--- src/rtl/pll_status_pkg.sv ---
// Shared types and helpers for the multi-PLL status and reset sequencer.
package pll_status_pkg;

    typedef enum logic [1:0] {
        PD        = 2'd0,
        WAIT_LOCK = 2'd1,
        MCGB      = 2'd2,
        LOCKED    = 2'd3
    } pll_state_e;

    // Bits needed to hold every value from 0 up to and including max_val.
    function automatic int cnt_width(input int max_val);
        return (max_val < 1) ? 1 : $clog2(max_val + 1);
    endfunction

    function automatic int max_int(input int a, input int b);
        return (a > b) ? a : b;
    endfunction

endpackage

--- src/rtl/pll_status_chan.sv ---
// One PLL channel: lock synchroniser, powerdown/lock/MCGB sequencing FSM,
// saturating counters and sticky lock-loss / timeout flags.
module pll_status_chan
    import pll_status_pkg::*;
#(
    parameter int SYNC_STAGES      = 2,
    parameter int PD_HOLD_CYC      = 16,
    parameter int LOCK_FILT_CYC    = 64,
    parameter int MCGB_RST_CYC     = 8,
    parameter int LOCK_TIMEOUT_CYC = 65536,
    parameter int AUTO_RELOCK      = 1
) (
    input  logic clk,
    input  logic reset_n,
    input  logic pll_locked_in,
    input  logic pll_powerdown_req,
    input  logic clear_sticky,
    output logic pll_powerdown,
    output logic mcgb_rst,
    output logic pll_locked_out,
    output logic lock_lost_sticky,
    output logic timeout_err
);

    localparam int MAX_TERM = max_int(max_int(PD_HOLD_CYC, LOCK_FILT_CYC),
                                      max_int(MCGB_RST_CYC, LOCK_TIMEOUT_CYC));
    localparam int CNT_W    = cnt_width(MAX_TERM);

    localparam logic [CNT_W-1:0] PD_LIM   = CNT_W'(PD_HOLD_CYC);
    localparam logic [CNT_W-1:0] FILT_LIM = CNT_W'(LOCK_FILT_CYC);
    localparam logic [CNT_W-1:0] MCGB_LIM = CNT_W'(MCGB_RST_CYC);
    localparam logic [CNT_W-1:0] TMO_LIM  = CNT_W'(LOCK_TIMEOUT_CYC);

    logic [SYNC_STAGES-1:0] sync_q, sync_d;
    logic                   lk_s;

    pll_state_e             state_q, state_d;
    logic [CNT_W-1:0]       cnt_q, cnt_d;
    logic [CNT_W-1:0]       filt_q, filt_d;
    logic [CNT_W-1:0]       tmo_q, tmo_d;

    logic                   powerdown_q, powerdown_d;
    logic                   mcgb_rst_q, mcgb_rst_d;
    logic                   locked_q, locked_d;
    logic                   lock_lost_sticky_q, lock_lost_sticky_d;
    logic                   timeout_err_q, timeout_err_d;

    logic                   lost_evt;
    logic                   tmo_evt;

    function automatic logic [CNT_W-1:0] sat_inc(input logic [CNT_W-1:0] val,
                                                 input logic [CNT_W-1:0] lim);
        return (val >= lim) ? val : val + CNT_W'(1);
    endfunction

    always_comb begin
        sync_d = {sync_q[SYNC_STAGES-2:0], pll_locked_in};
    end

    assign lk_s = sync_q[SYNC_STAGES-1];

    // Terminal counts compare against the incremented value so each phase
    // lasts exactly its configured number of cycles.
    always_comb begin
        state_d  = state_q;
        cnt_d    = cnt_q;
        filt_d   = filt_q;
        tmo_d    = tmo_q;
        lost_evt = 1'b0;
        tmo_evt  = 1'b0;

        unique case (state_q)
            PD: begin
                cnt_d = sat_inc(cnt_q, PD_LIM);
                if ((cnt_d == PD_LIM) && !pll_powerdown_req) begin
                    state_d = WAIT_LOCK;
                end
            end
            WAIT_LOCK: begin
                filt_d = lk_s ? sat_inc(filt_q, FILT_LIM) : '0;
                tmo_d  = sat_inc(tmo_q, TMO_LIM);
                if (lk_s && (filt_d == FILT_LIM)) begin
                    state_d = MCGB;
                end else if (tmo_d == TMO_LIM) begin
                    tmo_evt = 1'b1;
                    state_d = PD;
                end
            end
            MCGB: begin
                if (!lk_s) begin
                    state_d = WAIT_LOCK;
                end else begin
                    cnt_d = sat_inc(cnt_q, MCGB_LIM);
                    if (cnt_d == MCGB_LIM) begin
                        state_d = LOCKED;
                    end
                end
            end
            LOCKED: begin
                if (!lk_s) begin
                    lost_evt = 1'b1;
                    if (AUTO_RELOCK != 0) begin
                        state_d = PD;
                    end else begin
                        state_d = WAIT_LOCK;
                    end
                end
            end
            default: begin
                state_d = PD;
            end
        endcase

        // The request overrides the move but a lock loss still records itself.
        if (pll_powerdown_req) begin
            state_d = PD;
        end

        if (state_d != state_q) begin
            cnt_d  = '0;
            filt_d = '0;
            tmo_d  = '0;
        end
    end

    always_comb begin
        powerdown_d        = (state_d == PD);
        mcgb_rst_d         = (state_d != LOCKED);
        locked_d           = (state_d == LOCKED);
        lock_lost_sticky_d = lost_evt | (lock_lost_sticky_q & ~clear_sticky);
        timeout_err_d      = tmo_evt | (timeout_err_q & ~clear_sticky);
    end

    always_ff @(posedge clk or negedge reset_n) begin
        if (!reset_n) begin
            sync_q             <= '0;
            state_q            <= PD;
            cnt_q              <= '0;
            filt_q             <= '0;
            tmo_q              <= '0;
            powerdown_q        <= 1'b1;
            mcgb_rst_q         <= 1'b1;
            locked_q           <= 1'b0;
            lock_lost_sticky_q <= 1'b0;
            timeout_err_q      <= 1'b0;
        end else begin
            sync_q             <= sync_d;
            state_q            <= state_d;
            cnt_q              <= cnt_d;
            filt_q             <= filt_d;
            tmo_q              <= tmo_d;
            powerdown_q        <= powerdown_d;
            mcgb_rst_q         <= mcgb_rst_d;
            locked_q           <= locked_d;
            lock_lost_sticky_q <= lock_lost_sticky_d;
            timeout_err_q      <= timeout_err_d;
        end
    end

    assign pll_powerdown    = powerdown_q;
    assign mcgb_rst         = mcgb_rst_q;
    assign pll_locked_out   = locked_q;
    assign lock_lost_sticky = lock_lost_sticky_q;
    assign timeout_err      = timeout_err_q;

endmodule

--- src/rtl/pll_status_sequencer.sv ---
// Multi-PLL status and reset sequencer: N_PLL independent channels plus a
// registered all-locked flag for the transceiver reset controller.
module pll_status_sequencer
    import pll_status_pkg::*;
#(
    parameter int N_PLL            = 1,
    parameter int SYNC_STAGES      = 2,
    parameter int PD_HOLD_CYC      = 16,
    parameter int LOCK_FILT_CYC    = 64,
    parameter int MCGB_RST_CYC     = 8,
    parameter int LOCK_TIMEOUT_CYC = 65536,
    parameter int AUTO_RELOCK      = 1
) (
    input  logic             clk,
    input  logic             reset_n,
    input  logic [N_PLL-1:0] pll_locked_in,
    input  logic [N_PLL-1:0] pll_powerdown_req,
    input  logic             clear_sticky,
    output logic [N_PLL-1:0] pll_powerdown,
    output logic [N_PLL-1:0] mcgb_rst,
    output logic [N_PLL-1:0] pll_locked_out,
    output logic             all_locked,
    output logic [N_PLL-1:0] lock_lost_sticky,
    output logic [N_PLL-1:0] timeout_err
);

    logic [N_PLL-1:0] locked_vec;
    logic             all_locked_q, all_locked_d;

    for (genvar i = 0; i < N_PLL; i++) begin : g_chan
        pll_status_chan #(
            .SYNC_STAGES      (SYNC_STAGES),
            .PD_HOLD_CYC      (PD_HOLD_CYC),
            .LOCK_FILT_CYC    (LOCK_FILT_CYC),
            .MCGB_RST_CYC     (MCGB_RST_CYC),
            .LOCK_TIMEOUT_CYC (LOCK_TIMEOUT_CYC),
            .AUTO_RELOCK      (AUTO_RELOCK)
        ) u_chan (
            .clk               (clk),
            .reset_n           (reset_n),
            .pll_locked_in     (pll_locked_in[i]),
            .pll_powerdown_req (pll_powerdown_req[i]),
            .clear_sticky      (clear_sticky),
            .pll_powerdown     (pll_powerdown[i]),
            .mcgb_rst          (mcgb_rst[i]),
            .pll_locked_out    (locked_vec[i]),
            .lock_lost_sticky  (lock_lost_sticky[i]),
            .timeout_err       (timeout_err[i])
        );
    end

    // Built from the registered per-channel flags, so it trails them by a cycle.
    always_comb begin
        all_locked_d = &locked_vec;
    end

    always_ff @(posedge clk or negedge reset_n) begin
        if (!reset_n) begin
            all_locked_q <= 1'b0;
        end else begin
            all_locked_q <= all_locked_d;
        end
    end

    assign pll_locked_out = locked_vec;
    assign all_locked     = all_locked_q;

endmodule

--- config.mk ---
export PLATFORM = sky130hd
export DESIGN_NAME = pll_status_sequencer
export DESIGN_NICKNAME = d
export VERILOG_FILES = /design/src/rtl/pll_status_pkg.sv /design/src/rtl/pll_status_chan.sv /design/src/rtl/pll_status_sequencer.sv
export SDC_FILE = /design/constraint.sdc
export NUM_CORES = 1
export LEC_CHECK = 0
export BUFFER_PORTS_ARGS = -buffer_cell sky130_fd_sc_hd__buf_2
export CAP_MARGIN = 15
export CORE_MARGIN = 4
export CORE_UTILIZATION = 56
export DETAILED_ROUTE_END_ITERATION = 6
export GPL_TIMING_DRIVEN = 0
export PLACE_DENSITY = 0.74
export SETUP_SLACK_MARGIN = 0.05
export SKIP_CTS_REPAIR_TIMING = 1
export SYNTH_ARGS = -nofsm -noshare
export SYNTH_HDL_FRONTEND = slang
export SYNTH_SLANG_ARGS = --single-unit
--- constraint.sdc ---
create_clock -name clk -period 2.37 [get_ports clk]
set_clock_uncertainty 0.2 [all_clocks]
set_input_delay 0.1185 -clock clk [delete_from_list [all_inputs] [get_ports clk]]
set_output_delay 0.1185 -clock clk [all_outputs]
set_load 0.01 [all_outputs]
==> results.txt, run 1 <==
----------------------------------------------------
[Placement]
  Quantity of I/O buffers inserted on ports ... 10
  GP Congestion ... 0.839
  Cell Area, Placed ... 3550 µm²
  Placed Cells incl. Taps ... 429
  Total half-perimeter wirelength after legalization and detailed placement ... 4730 µm

[Yosys]
  Share of the yosys chip area belonging to registers ... 45.4%
  Most frequently used flop master after synthesis ... sky130_fd_sc_hd__dfrtp_1
  Mean Syn Cell Area ... 9.74 µm²
  Number of enable flip-flop cells after synthesis ... 0
  Unique cell type count in the Yosys netlist ... 62
  Post-synth design cell area ... 3370 µm²
  Count of state elements after synthesis ... 61
  Synthesized net count ... 357
  Total number of yosys warnings ... 0
  Post-synthesis async set-or-reset flop share ... 100%
  Syn Inst Count ... 346

[Pwr]
  Register share of total power ... 36.5%
  Gate power share ... 39.6%
  Worst voltage drop across the vdd grid ... 580 µV
  Net Sw Frac ... 38.4%
  Part of the power in the clock network ... 23.8%
  Power per cell area ... 961 nW/µm²
  Total power consumption of the routed design ... 3990 µW
  Total internal power ... 2460 µW
  Leakage power summed over all cells ... 0.00178 µW
  Switching power ... 1530 µW

[Route]
  First-iteration detailed-routing DRC count ... 152
  Remaining design rule violation count ... 0
  Antenna Violating Nets Remaining ... 0
  Total via count in the routed design ... 2732
  WL per Instance ... 16.7 µm
  Via density per instance ... 5.90
  Routed wire length ... 7730 µm
  First-pass iteration count of the detailed router ... 4

[GRT]
  Wire length of the first global-routing pass ... 11700 µm
  All-Layer GR Usage ... 20.3%
  Number of antenna violations at the first check in global routing ... 0
  Largest net degree at the start of global routing ... 32
  Total global routing overflow ... 0
  Vias in the first global route ... 2555

[Critical path]
  Most common cell on crit path ... sky130_fd_sc_hd__a21oi_4
  Startpoint Class ... flip-flop
  CP Cell Sequence ... inv_4, ha_4, or4b_4, a21oi_4, o2111ai_4, o21ai_2, buf_4, a21oi_4, o221ai_4, buf_6, nor2_2
  End point of the critical path ... g_chan[0].u_chan.cnt_q[4]
  Worst R2R Setup Slack ... -0.39 ns
  WP data required ... 2.40 ns
  Kind of end point of the critical path ... flip-flop
  Crit-path max cell delay ... 0.49 ns
  Crit path launch ... g_chan[0].u_chan.filt_q[0]
  Start-to-end type of the worst setup path ... flip-flop to flip-flop
  Top cell family by delay on the critical path ... compound AO/OA/AOI/OAI gates
  Buffer and inverter count on the worst path ... 3
  Total number of cells along the worst setup path ... 11
  Arrival time at the worst endpoint ... 2.79 ns
  Reg-to-reg critical path startpoint ... g_chan[0].u_chan.filt_q[0]
  Worst-path maximum fanout ... 6
  Max stage delay cell, worst path ... sky130_fd_sc_hd__or4b_4
  Reg2Reg Capture Point ... g_chan[0].u_chan.cnt_q[4]
  Path depth of the worst reg2reg path ... 11

[CTS]
  H-Tree Level Count ... 3
  Clock transition at the registers of the reported paths ... 0.07 ns
  Sink Count ... 61
  Buffer cell driving the clock tree root ... sky130_fd_sc_hd__clkbuf_8
  TritonCTS buffer count ... 9
  Clock latency at the later pin of the worst-skew pair ... 0.35 ns
  CTS tree ... built
  Maximum count of clock buffers along a single path ... 2

[Die]
  Core area ... 5680 µm²
  Row count ... 27
  Die area ... 7320 µm²
  Starting Density ... 59.4%
  Horizontal die dimension ... 85.6 µm
  Die height ... 85.6 µm
  Top-level port count ... 11

[Worst hold path]
  Worst hold path type ... primary input to async pin

[Status]
  Status ... complete, but fails checks
  Violated checks ... negative setup slack

[Timing]
  Sum of negative setup slack ... -16.74 ns
  Time the worst path needs with I/O delays and setup ... 2.76 ns
  Final period util ... 117%
  Worst slew slack as a fraction of its limit ... 53.2%
  Achievable clock frequency ... 362 MHz
  Final-report setup violation count ... 57
  Worst Max-Slew Pin Slew ... 0.702 ns
  Unrepaired setup endpoints after global routing ... true
  Final Slew Violations ... 0
  Final Hold Vio Count ... 0
  Worst Setup Slack, final ... -0.394 ns

[Final layout]
  Final-stage net count ... 398
  FILL cells ... 389
  Commonest non-fill, non-tap cell in the layout ... sky130_fd_sc_hd__dfrtp_1
  Fraction of layout instances using a drive strength above 1 ... 32.5%
  Count of antenna diodes in the layout ... 0
  Cell Count, Final, Fillers Out ... 463
  Top library cells by usage in the layout, fill and taps aside ... 55 x sky130_fd_sc_hd__dfrtp_1, 36 x sky130_fd_sc_hd__nor2_1, 19 x sky130_fd_sc_hd__nand2_1
  Final instance area ... 4150 µm²
  Relative area change from synthesis to final layout ... 23.1%

[Run]
  Max capacitance violation total ... 0

----------------------------------------------------
[state kept, by name, indices dropped and copies added, names as in the netlist]
name                            cells
g_chan.u_chan.lock_lost_sticky      1
g_chan.u_chan.cnt_q                17
g_chan.u_chan.sync_q                2
g_chan.u_chan.mcgb_rst              1
g_chan.u_chan.pll_locked_out        1
g_chan.u_chan.state_q               2
g_chan.u_chan.pll_powerdown         1
g_chan.u_chan.timeout_err           1
g_chan.u_chan.filt_q               17
g_chan.u_chan.tmo_q                17
all_locked                          1
[metrics by stage]
step / util [%] / worst slack (ns) / hold slack, ns
floorplan: - / -0.144 / -0.377
global placement: 62.2 / -0.401 / 0.0263
detailed placement: 62.5 / -0.471 / -0.00483
CTS: 66.0 / -0.548 / -0.369
global route: 73.1 / -0.492 / 0.157
finish: 73.1 / -0.394 / 0.148
[worst min-delay path by stage]
| stage | to | start |
|---|---|---|
| 2_1_floorplan | all_locked | reset_n |
| 3_3_place_gp | g_chan[0].u_chan.sync_q[0] | pll_locked_in |
| 3_5_place_dp | g_chan[0].u_chan.filt_q[1] | reset_n |
| 4_1_cts | g_chan[0].u_chan.filt_q[1] | reset_n |
| 5_1_grt | g_chan[0].u_chan.sync_q[1] | g_chan[0].u_chan.sync_q[0] |
| 6_report | g_chan[0].u_chan.filt_q[1] | reset_n |
[layer usage]
layer  part of all wire, %  track usage (%)  vias up
met3                   2.9             4.51       16
met5                     0                0        -
li1                      -                -     1316
met1                    45             26.2     1350
met4                   2.4             9.06        0
met2                    50             32.7       50
[Yosys cell counts, types with 7 or more instances]
| master | instances | area (µm²) |
|---|---|---|
| sky130_fd_sc_hd__buf_2 | 7 | 35.0 |
| sky130_fd_sc_hd__dfrtp_1 | 59 | 1480 |
| sky130_fd_sc_hd__nand2_1 | 20 | 75.1 |
| sky130_fd_sc_hd__nand3_1 | 13 | 65.1 |
| sky130_fd_sc_hd__and2_1 | 13 | 81.3 |
| sky130_fd_sc_hd__a21oi_1 | 10 | 50.1 |
| sky130_fd_sc_hd__xnor2_1 | 11 | 96.3 |
| sky130_fd_sc_hd__nand4_1 | 13 | 81.3 |
| sky130_fd_sc_hd__a21boi_2 | 9 | 101 |
| sky130_fd_sc_hd__nor2_1 | 43 | 161 |
| sky130_fd_sc_hd__clkbuf_1 | 9 | 33.8 |
| sky130_fd_sc_hd__nor4_1 | 12 | 75.1 |
| sky130_fd_sc_hd__o21ai_0 | 12 | 60.1 |
| sky130_fd_sc_hd__inv_1 | 13 | 48.8 |
| sky130_fd_sc_hd__xor2_1 | 11 | 96.3 |
[power groups by stage]
stage	sequential [µW]	clock (µW)	combinational, µW
after floorplan	1400	0	1020
after global placement	1440	0	1210
after detailed placement	1450	0	1260
after CTS	1440	955	1270
after global routing	1480	1010	1750
final	1460	951	1580
[worst register-to-register path, cell delays in order, from the launching register on]
cell and delay, ns:
sky130_fd_sc_hd__dfrtp_2 0.47, sky130_fd_sc_hd__inv_4 0.10, sky130_fd_sc_hd__ha_4 0.20, sky130_fd_sc_hd__or4b_4 0.49, sky130_fd_sc_hd__a21oi_4 0.16, sky130_fd_sc_hd__o2111ai_4 0.14, sky130_fd_sc_hd__o21ai_2 0.21, sky130_fd_sc_hd__buf_4 0.15
sky130_fd_sc_hd__a21oi_4 0.08, sky130_fd_sc_hd__o221ai_4 0.21, sky130_fd_sc_hd__buf_6 0.19, sky130_fd_sc_hd__nor2_2 0.04
[cell families after synthesis]
logic type,count (synthesis),synth area share [%]
AND/OR/NAND/NOR,153,24.6
AO/OA/AOI/OAI,67,16.2
flip-flops,61,45.4
buffers and inverters,33,4.64
XOR/XNOR,22,5.72
adder cells (fa/ha/maj),6,2.23
multiplexers,4,1.23
[final cells by class]
| type | count | area [µm²] | share of cell area [%] |
|---|---|---|---|
| Buffer | 20 | 108 | 2.59 |
| Clock buffer | 11 | 151 | 3.65 |
| Clock inverter | 4 | 47.5 | 1.15 |
| Inverter | 13 | 51.3 | 1.24 |
| Multi-Input combinational cell | 253 | 1940 | 46.8 |
| Sequential cell | 61 | 1530 | 37.0 |
| Tap cell | 72 | 90.1 | 2.17 |
| Timing Repair Buffer | 29 | 226 | 5.46 |
Power figures use the tool's default switching activity.
==> run 2, diff against run 1 <==
--- a/config.mk
+++ b/config.mk
@@ -8,10 +8,10 @@
 export BUFFER_PORTS_ARGS = -buffer_cell sky130_fd_sc_hd__buf_2
 export CAP_MARGIN = 15
 export CORE_MARGIN = 4
-export CORE_UTILIZATION = 56
+export CORE_UTILIZATION = 60
 export DETAILED_ROUTE_END_ITERATION = 6
 export GPL_TIMING_DRIVEN = 0
-export PLACE_DENSITY = 0.74
+export PLACE_DENSITY = 0.75
 export SETUP_SLACK_MARGIN = 0.05
 export SKIP_CTS_REPAIR_TIMING = 1
 export SYNTH_ARGS = -nofsm -noshare
==> constraint.sdc (replaced) <==
create_clock -name clk -period 3.4 [get_ports clk]
set_clock_uncertainty 0.2 [all_clocks]
set_input_delay 0.17 -clock clk [delete_from_list [all_inputs] [get_ports clk]]
set_output_delay 0.17 -clock clk [all_outputs]
set_load 0.01 [all_outputs]
==> run 2 against run 1 <==
Against the previous run:
- the flow now finishes without violations
- critical path depth down 1
- count of clock-buffer cells in the layout up 1
- sequential power shrank 32%
- critical endpoint is now g_chan[0].u_chan.cnt_q[16]
==> results.txt, run 2 (same netlist as run 1, synthesis figures left out) <==
----------------------------------------------------
[Timing]
  Time the worst path needs with I/O delays and setup ... 2.98 ns (was 2.76 ns)
  Worst slew slack as a fraction of its limit ... 52.7% (was 53.2%)
  Final period util ... 87.7% (was 117%)
  Final Slew Violations ... 0 (unchanged)
  Worst hold slack after final layout ... 0.121 ns (was 0.148 ns)
  Unrepaired setup endpoints after global routing ... false (was true)
  Final Hold Vio Count ... 0 (unchanged)
  Achievable clock frequency ... 335 MHz (was 362 MHz)
  Sum of negative setup slack ... 0 ns (was -16.74 ns)
  Worst Max-Slew Pin Slew ... 0.709 ns (was 0.702 ns)
  Final-report setup violation count ... 0 (was 57)

[Route]
  Via density per instance ... 5.79 (was 5.90)
  Uppermost routed layer ... met4 (unchanged)
  WL per Instance ... 15.0 µm (was 16.7 µm)
  Sum of met2 wire segment lengths after detailed routing ... 3150 µm (was 3870 µm)
  Routed wire length ... 6730 µm (was 7730 µm)
  Total via count in the routed design ... 2600 (was 2732)
  WL met1 ... 3200 µm (was 3450 µm)
  Remaining design rule violation count ... 0 (unchanged)
  First-iteration detailed-routing DRC count ... 207 (was 152)
  WL met3 ... 279 µm (was 226 µm)
  Antenna Violating Nets Remaining ... 0 (unchanged)
  First-pass iteration count of the detailed router ... 5 (was 4)

[Die]
  Horizontal die dimension ... 82.9 µm (was 85.6 µm)
  Die area ... 6880 µm² (was 7320 µm²)
  Die height ... 82.9 µm (was 85.6 µm)
  Starting Density ... 61.6% (was 59.4%)
  Core area ... 5470 µm² (was 5680 µm²)
  Top-level port count ... 11 (unchanged)
  Row count ... 27 (unchanged)

[Critical path]
  Worst-path maximum fanout ... 10 (was 6)
  Start-to-end type of the worst setup path ... flip-flop to flip-flop (unchanged)
  Path depth of the worst reg2reg path ... 10 (was 11)
  WP data required ... 3.40 ns (was 2.40 ns)
  Crit path launch ... g_chan[0].u_chan.filt_q[0] (unchanged)
  End point of the critical path ... g_chan[0].u_chan.cnt_q[16] (was g_chan[0].u_chan.cnt_q[4])
  Reg-to-reg critical path startpoint ... g_chan[0].u_chan.filt_q[0] (unchanged)
  Worst R2R Setup Slack ... 0.42 ns (was -0.39 ns)
  Arrival time at the worst endpoint ... 2.98 ns (was 2.79 ns)
  Startpoint Class ... flip-flop (unchanged)
  Kind of end point of the critical path ... flip-flop (unchanged)
  Reg2Reg Capture Point ... g_chan[0].u_chan.cnt_q[16] (was g_chan[0].u_chan.cnt_q[4])

[Final layout]
  Final-stage net count ... 383 (was 398)
  Count of antenna diodes in the layout ... 0 (unchanged)
  Fraction of layout instances using a drive strength above 1 ... 18.3% (was 32.5%)
  Top library cells by usage in the layout, fill and taps aside ... 59 x sky130_fd_sc_hd__dfrtp_1, 43 x sky130_fd_sc_hd__nor2_1, 20 x sky130_fd_sc_hd__nand2_1 (was 55 x sky130_fd_sc_hd__dfrtp_1, 36 x sky130_fd_sc_hd__nor2_1, 19 x sky130_fd_sc_hd__nand2_1)
  FILL cells ... 464 (was 389)
  Commonest non-fill, non-tap cell in the layout ... sky130_fd_sc_hd__dfrtp_1 (unchanged)
  Registers with the highest flip-flop counts ... g_chan.u_chan.cnt_q (17), g_chan.u_chan.filt_q (17), g_chan.u_chan.tmo_q (17) (unchanged)
  Utilization after layout ... 69.1% (was 73.1%)
  Relative area change from synthesis to final layout ... 12.2% (was 23.1%)

[GRT]
  Wire length of the first global-routing pass ... 12000 µm (was 11700 µm)
  Vias in the first global route ... 2544 (was 2555)
  Largest net degree at the start of global routing ... 42 (was 32)
  Total global routing overflow ... 0 (unchanged)
  All-Layer GR Usage ... 21.5% (was 20.3%)
  Number of antenna violations at the first check in global routing ... 0 (unchanged)

[CTS]
  Buffer cell driving the clock tree root ... sky130_fd_sc_hd__clkbuf_8 (unchanged)
  Maximum count of clock buffers along a single path ... 2 (unchanged)
  Sink Count ... 61 (unchanged)
  CTS tree ... built (unchanged)
  Clock latency at the later pin of the worst-skew pair ... 0.34 ns (was 0.35 ns)
  Clock transition at the registers of the reported paths ... 0.07 ns (about the same)
  TritonCTS buffer count ... 9 (unchanged)
  H-Tree Level Count ... 3 (unchanged)

[Pwr]
  Total power consumption of the routed design ... 2540 µW (was 3990 µW)
  Power per cell area ... 671 nW/µm² (was 961 nW/µm²)
  Worst voltage drop across the vdd grid ... 438 µV (was 580 µV)
  Leakage power summed over all cells ... 0.00169 µW (was 0.00178 µW)

[Placement]
  GP Congestion ... 0.842 (was 0.839)
  Quantity of I/O buffers inserted on ports ... 10 (unchanged)
  Total half-perimeter wirelength after legalization and detailed placement ... 4750 µm (was 4730 µm)

[Run]
  Max capacitance violation total ... 0 (unchanged)

[Status]
  Status ... completed (was complete, but fails checks)

[Worst hold path]
  Worst hold path type ... primary input to async pin (unchanged)

----------------------------------------------------
==> run 2: worst min-delay path by stage <==
stage	end	start
final	g_chan[0].u_chan.tmo_q[11]	reset_n
after global routing	g_chan[0].u_chan.tmo_q[11]	reset_n
after CTS	g_chan[0].u_chan.tmo_q[11]	reset_n
after detailed placement	g_chan[0].u_chan.tmo_q[5]	reset_n
after global placement	g_chan[0].u_chan.sync_q[0]	pll_locked_in
after floorplan	all_locked	reset_n
==> run 2: through the flow <==
stage / worst slack (ns) / area [µm²] / cells
after floorplan: 0.780 / 3370 / 346
after global placement: 0.505 / 3510 / 428
after detailed placement: 0.407 / 3530 / 429
after CTS: 0.386 / 3740 / 445
after global routing: 0.208 / 3780 / 449
final: 0.418 / 3780 / 449
==> run 2: area by class of cell <==
class                      count  area, µm²  area share, %
multi-input combinational    252       1680           44.6
sequential                    61       1530           40.5
clock buffer                  12        155           4.10
timing repair buffer          15        110           2.91
buffer                        20        108           2.85
tap                           72       90.1           2.38
clock inverter                 4       55.1           1.46
inverter                      13       48.8           1.29
==> run 2: per-layer routing <==
layer | GRT usage (%) | vias to the layer above
met3 | 5.56 | 8
met4 | 7.88 | 0
met5 | 0 | -
met2 | 32.8 | 42
li1 | - | 1284
met1 | 29.6 | 1266
==> run 2: where the power goes <==
group	internal, µW	switching (µW)	total (µW)
clock	383	290	672
sequential	859	139	998
combinational	354	511	865
==> run 2: worst max-delay path, cell delays in order, from the launching register on <==
cell and delay, ns:
sky130_fd_sc_hd__dfrtp_1 0.43, sky130_fd_sc_hd__inv_1 0.13, sky130_fd_sc_hd__ha_1 0.35, sky130_fd_sc_hd__or4b_1 0.51, sky130_fd_sc_hd__a21oi_1 0.17, sky130_fd_sc_hd__o2111ai_1 0.19
sky130_fd_sc_hd__o21ai_2 0.28, sky130_fd_sc_hd__a21oi_2 0.08, sky130_fd_sc_hd__o21ai_2 0.23, sky130_fd_sc_hd__buf_6 0.20, sky130_fd_sc_hd__a21boi_2 0.06
